File: config.mk
export PLATFORM = sky130hd
export DESIGN_NAME = uart_tx_serializer_flat
export DESIGN_NICKNAME = d
export VERILOG_FILES = /design/src/rtl/uart_tx_serializer_if.sv /design/src/rtl/uart_tx_serializer.sv /design/src/flat_wrapper.sv
export SDC_FILE = /design/constraint.sdc
export NUM_CORES = 1
export LEC_CHECK = 0
export ABC_AREA = 1
export ABC_CLOCK_PERIOD_IN_PS = 1800
export CAP_MARGIN = 20
export CELL_PAD_IN_SITES_DETAIL_PLACEMENT = 0
export CELL_PAD_IN_SITES_GLOBAL_PLACEMENT = 2
export CORE_MARGIN = 1
export CORE_UTILIZATION = 30
export DETAILED_ROUTE_END_ITERATION = 6
export GPL_TIMING_DRIVEN = 0
export PLACE_DENSITY_LB_ADDON = 0.05
export SLEW_MARGIN = 30
export SYNTH_ARGS = -nofsm -noshare
export SYNTH_HDL_FRONTEND = slang
export SYNTH_SLANG_ARGS = --single-unit
File: constraint.sdc
create_clock -name clk -period 1.8 [get_ports clk]
set_clock_uncertainty 0.05 [all_clocks]
set_input_delay 0.27 -clock clk [delete_from_list [all_inputs] [get_ports clk]]
set_output_delay 0.27 -clock clk [all_outputs]
set_load 0.02 [all_outputs]
File: src/rtl/uart_tx_serializer_if.sv
// rtl/uart_tx_serializer_if.sv - TX FIFO drain handshake between FIFO head and UART serializer
// Signals:
//   fifo_data          FIFO head byte, valid while fifo_data_present=1
//   fifo_data_present  FIFO not empty
//   fifo_read          one-clk pop strobe from the serializer
// master = FIFO side, slave = serializer side.
interface uart_tx_serializer_if;
    logic [7:0] fifo_data;
    logic       fifo_data_present;
    logic       fifo_read;

    modport master (
        output fifo_data,
        output fifo_data_present,
        input  fifo_read
    );

    modport slave (
        input  fifo_data,
        input  fifo_data_present,
        output fifo_read
    );
endinterface

File: src/rtl/uart_tx_serializer.sv
// rtl/uart_tx_serializer.sv - pops TX FIFO bytes and shifts them out as async UART frames
// Ports:
//   clk, rst_n       system clock, asynchronous active-low reset
//   en_16x_baud_i    one-clk pulse at OVERSAMPLE x baud
//   fifo_if          FIFO head data / present in, pop strobe out
//   parity_en_i      insert parity bit after data
//   parity_odd_i     odd (1) or even (0) parity
//   two_stop_i       two stop bits (1) or one (0)
//   tx_o             registered serial output, idle high
//   busy_o           high while a frame is in progress
module uart_tx_serializer #(
    parameter int OVERSAMPLE = 16
) (
    input  logic                        clk,
    input  logic                        rst_n,
    input  logic                        en_16x_baud_i,
    uart_tx_serializer_if.slave         fifo_if,
    input  logic                        parity_en_i,
    input  logic                        parity_odd_i,
    input  logic                        two_stop_i,
    output logic                        tx_o,
    output logic                        busy_o
);

    typedef enum logic [2:0] {
        S_IDLE,
        S_START,
        S_DATA,
        S_PARITY,
        S_STOP
    } state_e;

    localparam logic [3:0] TICK_LAST = 4'(OVERSAMPLE - 1);

    state_e     state_q;
    logic [3:0] tick_cnt_q;
    logic [2:0] bit_cnt_q;
    logic       stop_cnt_q;
    logic [7:0] shift_q;
    logic       par_bit_q;
    logic       par_en_q;
    logic       two_stop_q;
    logic       tx_q;
    logic       busy_q;

    logic       bit_end;
    logic       last_stop;
    logic       pop_req;

    assign bit_end   = en_16x_baud_i && (tick_cnt_q == TICK_LAST);
    assign last_stop = (stop_cnt_q == two_stop_q);

    // Load from IDLE on any cycle, or directly at the end of the final stop bit
    // so consecutive frames have no idle gap.
    assign pop_req = fifo_if.fifo_data_present &&
                     ((state_q == S_IDLE) ||
                      ((state_q == S_STOP) && bit_end && last_stop));

    // Reset keeps the pop strobe quiet even though the FSM sits in IDLE.
    assign fifo_if.fifo_read = pop_req && rst_n;

    assign tx_o   = tx_q;
    assign busy_o = busy_q;

    always_ff @(posedge clk or negedge rst_n) begin
        if (!rst_n) begin
            state_q    <= S_IDLE;
            tick_cnt_q <= 4'd0;
            bit_cnt_q  <= 3'd0;
            stop_cnt_q <= 1'b0;
            shift_q    <= 8'h00;
            par_bit_q  <= 1'b0;
            par_en_q   <= 1'b0;
            two_stop_q <= 1'b0;
            tx_q       <= 1'b1;
            busy_q     <= 1'b0;
        end else if (pop_req) begin
            // Frame configuration is frozen here; the parity bit is computed
            // now because the byte is shifted away before it is sent.
            shift_q    <= fifo_if.fifo_data;
            par_bit_q  <= (^fifo_if.fifo_data) ^ parity_odd_i;
            par_en_q   <= parity_en_i;
            two_stop_q <= two_stop_i;
            tick_cnt_q <= 4'd0;
            bit_cnt_q  <= 3'd0;
            stop_cnt_q <= 1'b0;
            state_q    <= S_START;
            tx_q       <= 1'b0;
            busy_q     <= 1'b1;
        end else if ((state_q != S_IDLE) && en_16x_baud_i) begin
            tick_cnt_q <= bit_end ? 4'd0 : tick_cnt_q + 4'd1;
            if (bit_end) begin
                case (state_q)
                    S_START: begin
                        tx_q      <= shift_q[0];
                        shift_q   <= shift_q >> 1;
                        bit_cnt_q <= 3'd0;
                        state_q   <= S_DATA;
                    end
                    S_DATA: begin
                        if (bit_cnt_q == 3'd7) begin
                            if (par_en_q) begin
                                tx_q    <= par_bit_q;
                                state_q <= S_PARITY;
                            end else begin
                                tx_q       <= 1'b1;
                                stop_cnt_q <= 1'b0;
                                state_q    <= S_STOP;
                            end
                        end else begin
                            tx_q      <= shift_q[0];
                            shift_q   <= shift_q >> 1;
                            bit_cnt_q <= bit_cnt_q + 3'd1;
                        end
                    end
                    S_PARITY: begin
                        tx_q       <= 1'b1;
                        stop_cnt_q <= 1'b0;
                        state_q    <= S_STOP;
                    end
                    S_STOP: begin
                        if (last_stop) begin
                            // A waiting byte was taken by the load branch above.
                            state_q <= S_IDLE;
                            busy_q  <= 1'b0;
                            tx_q    <= 1'b1;
                        end else begin
                            stop_cnt_q <= 1'b1;
                        end
                    end
                    default: begin
                        state_q <= S_IDLE;
                    end
                endcase
            end
        end
    end

endmodule
File: src/flat_wrapper.sv
// flat-port wrapper written by rule: the top's interface ports become plain ports
module uart_tx_serializer_flat 
#(
    parameter int OVERSAMPLE = 16
)
  (clk, rst_n, en_16x_baud_i, parity_en_i, parity_odd_i, two_stop_i, tx_o, busy_o, fifo_if_fifo_data, fifo_if_fifo_data_present, fifo_if_fifo_read);
  uart_tx_serializer_if fifo_if_i ();
  input  logic clk;
  input  logic rst_n;
  input  logic en_16x_baud_i;
  input  logic parity_en_i;
  input  logic parity_odd_i;
  input  logic two_stop_i;
  output logic tx_o;
  output logic busy_o;
  input wire logic [$bits(fifo_if_i.fifo_data)-1:0] fifo_if_fifo_data;
  input wire logic [$bits(fifo_if_i.fifo_data_present)-1:0] fifo_if_fifo_data_present;
  output wire logic [$bits(fifo_if_i.fifo_read)-1:0] fifo_if_fifo_read;
  assign fifo_if_i.fifo_data = fifo_if_fifo_data;
  assign fifo_if_i.fifo_data_present = fifo_if_fifo_data_present;
  assign fifo_if_fifo_read = fifo_if_i.fifo_read;
  uart_tx_serializer #(.OVERSAMPLE(OVERSAMPLE)) u_core (.clk(clk), .rst_n(rst_n), .en_16x_baud_i(en_16x_baud_i), .fifo_if(fifo_if_i), .parity_en_i(parity_en_i), .parity_odd_i(parity_odd_i), .two_stop_i(two_stop_i), .tx_o(tx_o), .busy_o(busy_o));
endmodule
## Word-level counts from Yosys, hierarchy flattened

Index checks and enable logic that the tools add are counted.

- Register bits: 24
- Bits of input ports: 15
- Output and inout bits: 3
- Logic and storage cells: 86

- Add/subtract/negate cells: 2
- Equality and inequality tests: 12
- Multiplexer cells: 39
- Bitwise logic cells: 1
- Reductions and logical operators: 22

Operator list:

| operator | count |
|---|---|
| 8-bit two-way mux | 4 |
| 3-bit two-way mux | 10 |
| 1-bit two-way mux | 17 |
| 8-bit one-hot mux with 2 select lines | 1 |
| 4-bit AND reduction | 4 |
| 4-bit two-way mux | 3 |
| 3-bit one-hot mux with 4 select lines | 1 |
| 2-bit nonzero test | 4 |
| 8-bit XOR reduction | 1 |
| 3-bit by 2-bit == test with 1-bit output (second input constant) | 2 |
| 3-bit == test (second input constant) | 2 |
| 1-bit logical AND | 6 |
| 3-bit by 1-bit inequality test with 1-bit output (second input constant) | 2 |
| 3-bit inequality test (second input constant) | 2 |
| 3-bit one-hot mux with 2 select lines | 1 |
| 6-bit AND reduction | 1 |
| 3-bit nonzero test | 2 |
| 5-bit nonzero test | 1 |
| 4-bit by 1-bit adder with 4-bit output (second input constant) | 1 |
| 4-bit == test (second input constant) | 1 |
| 1-bit one-hot mux with 4 select lines | 1 |
| 4-bit nonzero test | 1 |
| 3-bit by 1-bit adder with 3-bit output (second input constant) | 1 |
| 3-bit by 1-bit == test with 1-bit output (second input constant) | 1 |
| 6 further kinds | 6 |

## Depth between registers and ports, before layout

- Depth after elaboration: 8
- Gate-level depth with buffers: 11
- Mapped depth without buffers: 10

## Worst setup path after synthesis

Ideal clock, no wire load.

- Path kind: register to output
- Start point: register u_core.tick_cnt_q[0]
- End point: output port fifo_if_fifo_read
- Arrival time: 1,443 ps
- Required time: 1,480 ps
- Slack: 37 ps
- Stages on the path, launching flop included: 7
- Path buffers: 1
- Path through: dfrtp_1 > ha_1 > nand2_1 > o21ai_4 > nand3_4 > buf_6 > nor2_1

- Word-level cells in the longest chain between the ends: 7

Ends and longest elaborated chain:

| item | line | text |
|---|---|---|
| start: declaration | uart_tx_serializer.sv:36 | `logic [3:0] tick_cnt_q;` |
| start signal: assignment | uart_tx_serializer.sv:91 | `tick_cnt_q <= bit_end ? 4'd0 : tick_cnt_q + 4'd1;` |
| 4-bit == test | uart_tx_serializer.sv:50 | `assign bit_end = en_16x_baud_i && (tick_cnt_q == TICK_LAST);` |
| 1-bit logical AND | uart_tx_serializer.sv:50 |  |
| 1-bit logical AND (2 in series) | uart_tx_serializer.sv:57 | `((state_q == S_STOP) && bit_end && last_stop));` |
| 1-bit logical OR | uart_tx_serializer.sv:56 | `((state_q == S_IDLE) \|\|` |
| 1-bit logical AND | uart_tx_serializer.sv:55 | `assign pop_req = fifo_if.fifo_data_present &&` |
| 1-bit logical AND | uart_tx_serializer.sv:60 | `assign fifo_if.fifo_read = pop_req && rst_n;` |
| end: declaration | flat_wrapper.sv:18 | `output wire logic [$bits(fifo_if_i.fifo_read)-1:0] fifo_if_fifo_read;` |

Every way passes these cells.

## Worst setup path in the final report

Ends and elaborated chain as after synthesis.

==> metrics.csv <==
metric,value,unit
cap_violations,0,
final_net_count,286,
powerDensity,1360,nW/µm²
cts_tree,done,
route.vias.total,1552,
worst_setup_path_start_kind,flip-flop,
period_minus_ws_final,1.85,ns
timing.setup.critical_path_class,flip-flop to output port,
num_io_pins,18,
die_w,76.0,µm
final.hold.worst_slack,0.416,ns
worst_pin_slew,0.518,ns
clock.fmax,0.542,GHz
arrival,1.53,ns
grt_start_max_net_pins,24,
area_delta_synth_final,30.4,%
final_min_period_over_clock_period,1.03,
post_layout_nonfiller_instances,337,
number_of_standard_cell_rows_in_the_floorplan,26,
synthesis.instances,231,
detailedRoute.firstPassIterationCount,4,
initial_antenna_violation_count,0,
timing.critical_path.to_type,output port,
synth-warning-count,0,
drtAntennaViolNets,0,
yosysUniqueCellTypes,28,
critical_path_required,1.48,ns
synthesis.area,1640,µm²
timing.critical_path.fanout_max,2,
detail_route.wirelength,4440,µm
layout.cells.most_common,sky130_fd_sc_hd__nand2_1,
grt_pass1_wl,7600,µm
post_detailed_route_via_to_cell_ratio,4.61,
dp_hpwl,3020,µm
clockRootBuffer,sky130_fd_sc_hd__clkbuf_8,
postSynthRegisterBits,24,
postSynthAreaPerCell,7.12,µm²
vias_in_the_first_global_route,1570,
timing_hold_violations_final,0,
cts_made_buffers,3,
initialDrtViolationCount,35,
finalPower,2.92,mW
core_occupancy_in_the_finished_layout,0.412,
post-route-drc-count,0,
sequential_to_total_area_share_from_yosys_stat,0.366,
antenna-diode-count,0,
layout_common_cells,"sky130_fd_sc_hd__nand2_1 (94), sky130_fd_sc_hd__inv_1 (25), sky130_fd_sc_hd__dfrtp_1 (22)",
die_span_in_y,76.0,µm
cts.reportedPaths.clkPinSlew,0.09,ns
violations_in_the_final_reports,setup timing,
wl_per_cell,13.2,µm
slew_violations,0,
totalNegativeSetupSlack,-0.0450,ns
static-leakage-power,1.09,nW
start_util,0.316,
postLayoutSetupSlackWorst,-0.0450,ns
gp_weighted_congestion,0.721,
timing.max_slew.rel_slack,0.652,
clock_path_buffers,2,
post_route_cells_drive_above_1_share,0.169,
std_cell_core_area,5200,µm²
status,"finished, violations left",
track_usage,0.166,
clock_sinks,24,
setup-violations-final,1,
floorplan.die_area,5780,µm²
grt_overflow,0,
hold_path_class,flip-flop to flip-flop,
placedCellCount,318,
max-vdd-ir-drop,398,µV
synth.net_count,249,
io_buffer_count,17,
clk_latency,0.27,ns
clock_tree.htree_level_count,1,
grt_setup_unrepaired,true,
critical path, stage by stage, from the launching register on:
cell	delay, ns
sky130_fd_sc_hd__dfrtp_1	0.37
sky130_fd_sc_hd__ha_2	0.20
sky130_fd_sc_hd__nand2_2	0.07
sky130_fd_sc_hd__o21ai_4	0.18
sky130_fd_sc_hd__nand3_4	0.11
sky130_fd_sc_hd__buf_8	0.14
sky130_fd_sc_hd__nor2_4	0.07
sky130_fd_sc_hd__buf_6	0.11
report_power, final:
| part | internal, mW | switching, mW | leakage (nW) | total (mW) |
|---|---|---|---|---|
| clock network | 0.298 | 0.193 | 0.0357 | 0.490 |
| registers | 0.735 | 0.126 | 0.306 | 0.861 |
| logic | 0.638 | 0.927 | 0.752 | 1.56 |
cell usage after synthesis, drive strengths merged:
| master | n | area share |
|---|---|---|
| inv | 27 | 0.062 |
| xnor2 | 3 | 0.016 |
| nor2 | 15 | 0.042 |
| a211oi | 1 | 0.0046 |
| a21oi | 4 | 0.019 |
| buf | 6 | 0.035 |
| xor2 | 4 | 0.021 |
| nand3b | 1 | 0.0046 |
| o21ai | 9 | 0.043 |
| o22ai | 1 | 0.0038 |
| o31ai | 1 | 0.0046 |
| ha | 3 | 0.023 |
| dfrtp | 23 | 0.35 |
| nand4 | 11 | 0.042 |
| dfstp | 1 | 0.016 |
| nand3 | 25 | 0.093 |
| nand2 | 96 | 0.22 |
repair_timing:
action                                  in CTS  in global routing
gates resized for setup                     12                  8
hold buffers                                 2                  0
hold endpoints to repair                    23                  0
buffers inserted                             7                  4
pin swaps                                    4                  4
gates cloned                                 0                  2
endpoints found under the setup margin      18                 19
kinds of logic (layout without fill, tap and decap cells):
logic type                 Yosys count  after routing  share of synthesized area
and+or+nand+nor                    148            148                      0.402
adders and majority gates            3              3                     0.0228
buffers and inverters               33             68                     0.0966
DFF                                 24             24                      0.366
AOI/OAI and AO/OA                   16             17                     0.0753
xor gates and xnor gates             7              7                     0.0373
flip-flops by register name (all words and copies together) (netlist names):
register           cells
u_core.par_bit_q       1
u_core.bit_cnt_q       3
u_core.par_en_q        1
u_core.two_stop_q      1
u_core.busy_o          1
u_core.shift_q         8
u_core.tx_o            1
u_core.tick_cnt_q      4
u_core.state_q         3
u_core.stop_cnt_q      1
path summary, 6_finish.rpt:
check | depth (start not counted) | slack, ns | startpoint | endpoint
min in group asynchronous | 2 | 0.56 | rst_n | u_core.tx_o$_DFFE_PN1P_
max in group asynchronous | 3 | 0.97 | rst_n | u_core.stop_cnt_q$_DFFE_PN0P_
min | 2 | 0.42 | u_core.tx_o$_DFFE_PN1P_ | u_core.tx_o$_DFFE_PN1P_
min reg2reg | 2 | 0.42 | u_core.tx_o$_DFFE_PN1P_ | u_core.tx_o$_DFFE_PN1P_
max reg2reg | 10 | 0.03 | u_core.tick_cnt_q[0]$_DFFE_PN0N_ | u_core.shift_q[7]$_DFFE_PN0P_
max | 7 | -0.05 | u_core.tick_cnt_q[0]$_DFFE_PN0N_ | fifo_if_fifo_read
per-layer routing:
| layer | vias up | global-route usage | part of all wire |
|---|---|---|---|
| li1 | 808 | - | - |
| met1 | 723 | 0.212 | 0.50 |
| met2 | 19 | 0.296 | 0.48 |
| met3 | 2 | 0.0192 | 0.018 |
| met4 | 0 | 0.0462 | 0.0054 |
| met5 | - | 0 | 0 |
metrics by stage:
stage / instance area (µm²) / setup WS (ns)
finish: 2140 / -0.0450
floorplan: 1640 / 0.0370
detailed placement: 1900 / -0.811
global placement: 1900 / -0.980
global route: 2140 / -0.119
CTS: 2080 / -0.0675
layout make-up:
class	count	area [µm²]
Fill cell	566	3060
Multi-Input combinational cell	175	930
Sequential cell	24	603
Timing Repair Buffer	31	287
Inverter	27	101
Tap cell	70	87.6
Buffer	6	63.8
Clock buffer	3	41.3
Clock inverter	1	30.0
(Power assumes the default switching activity.)
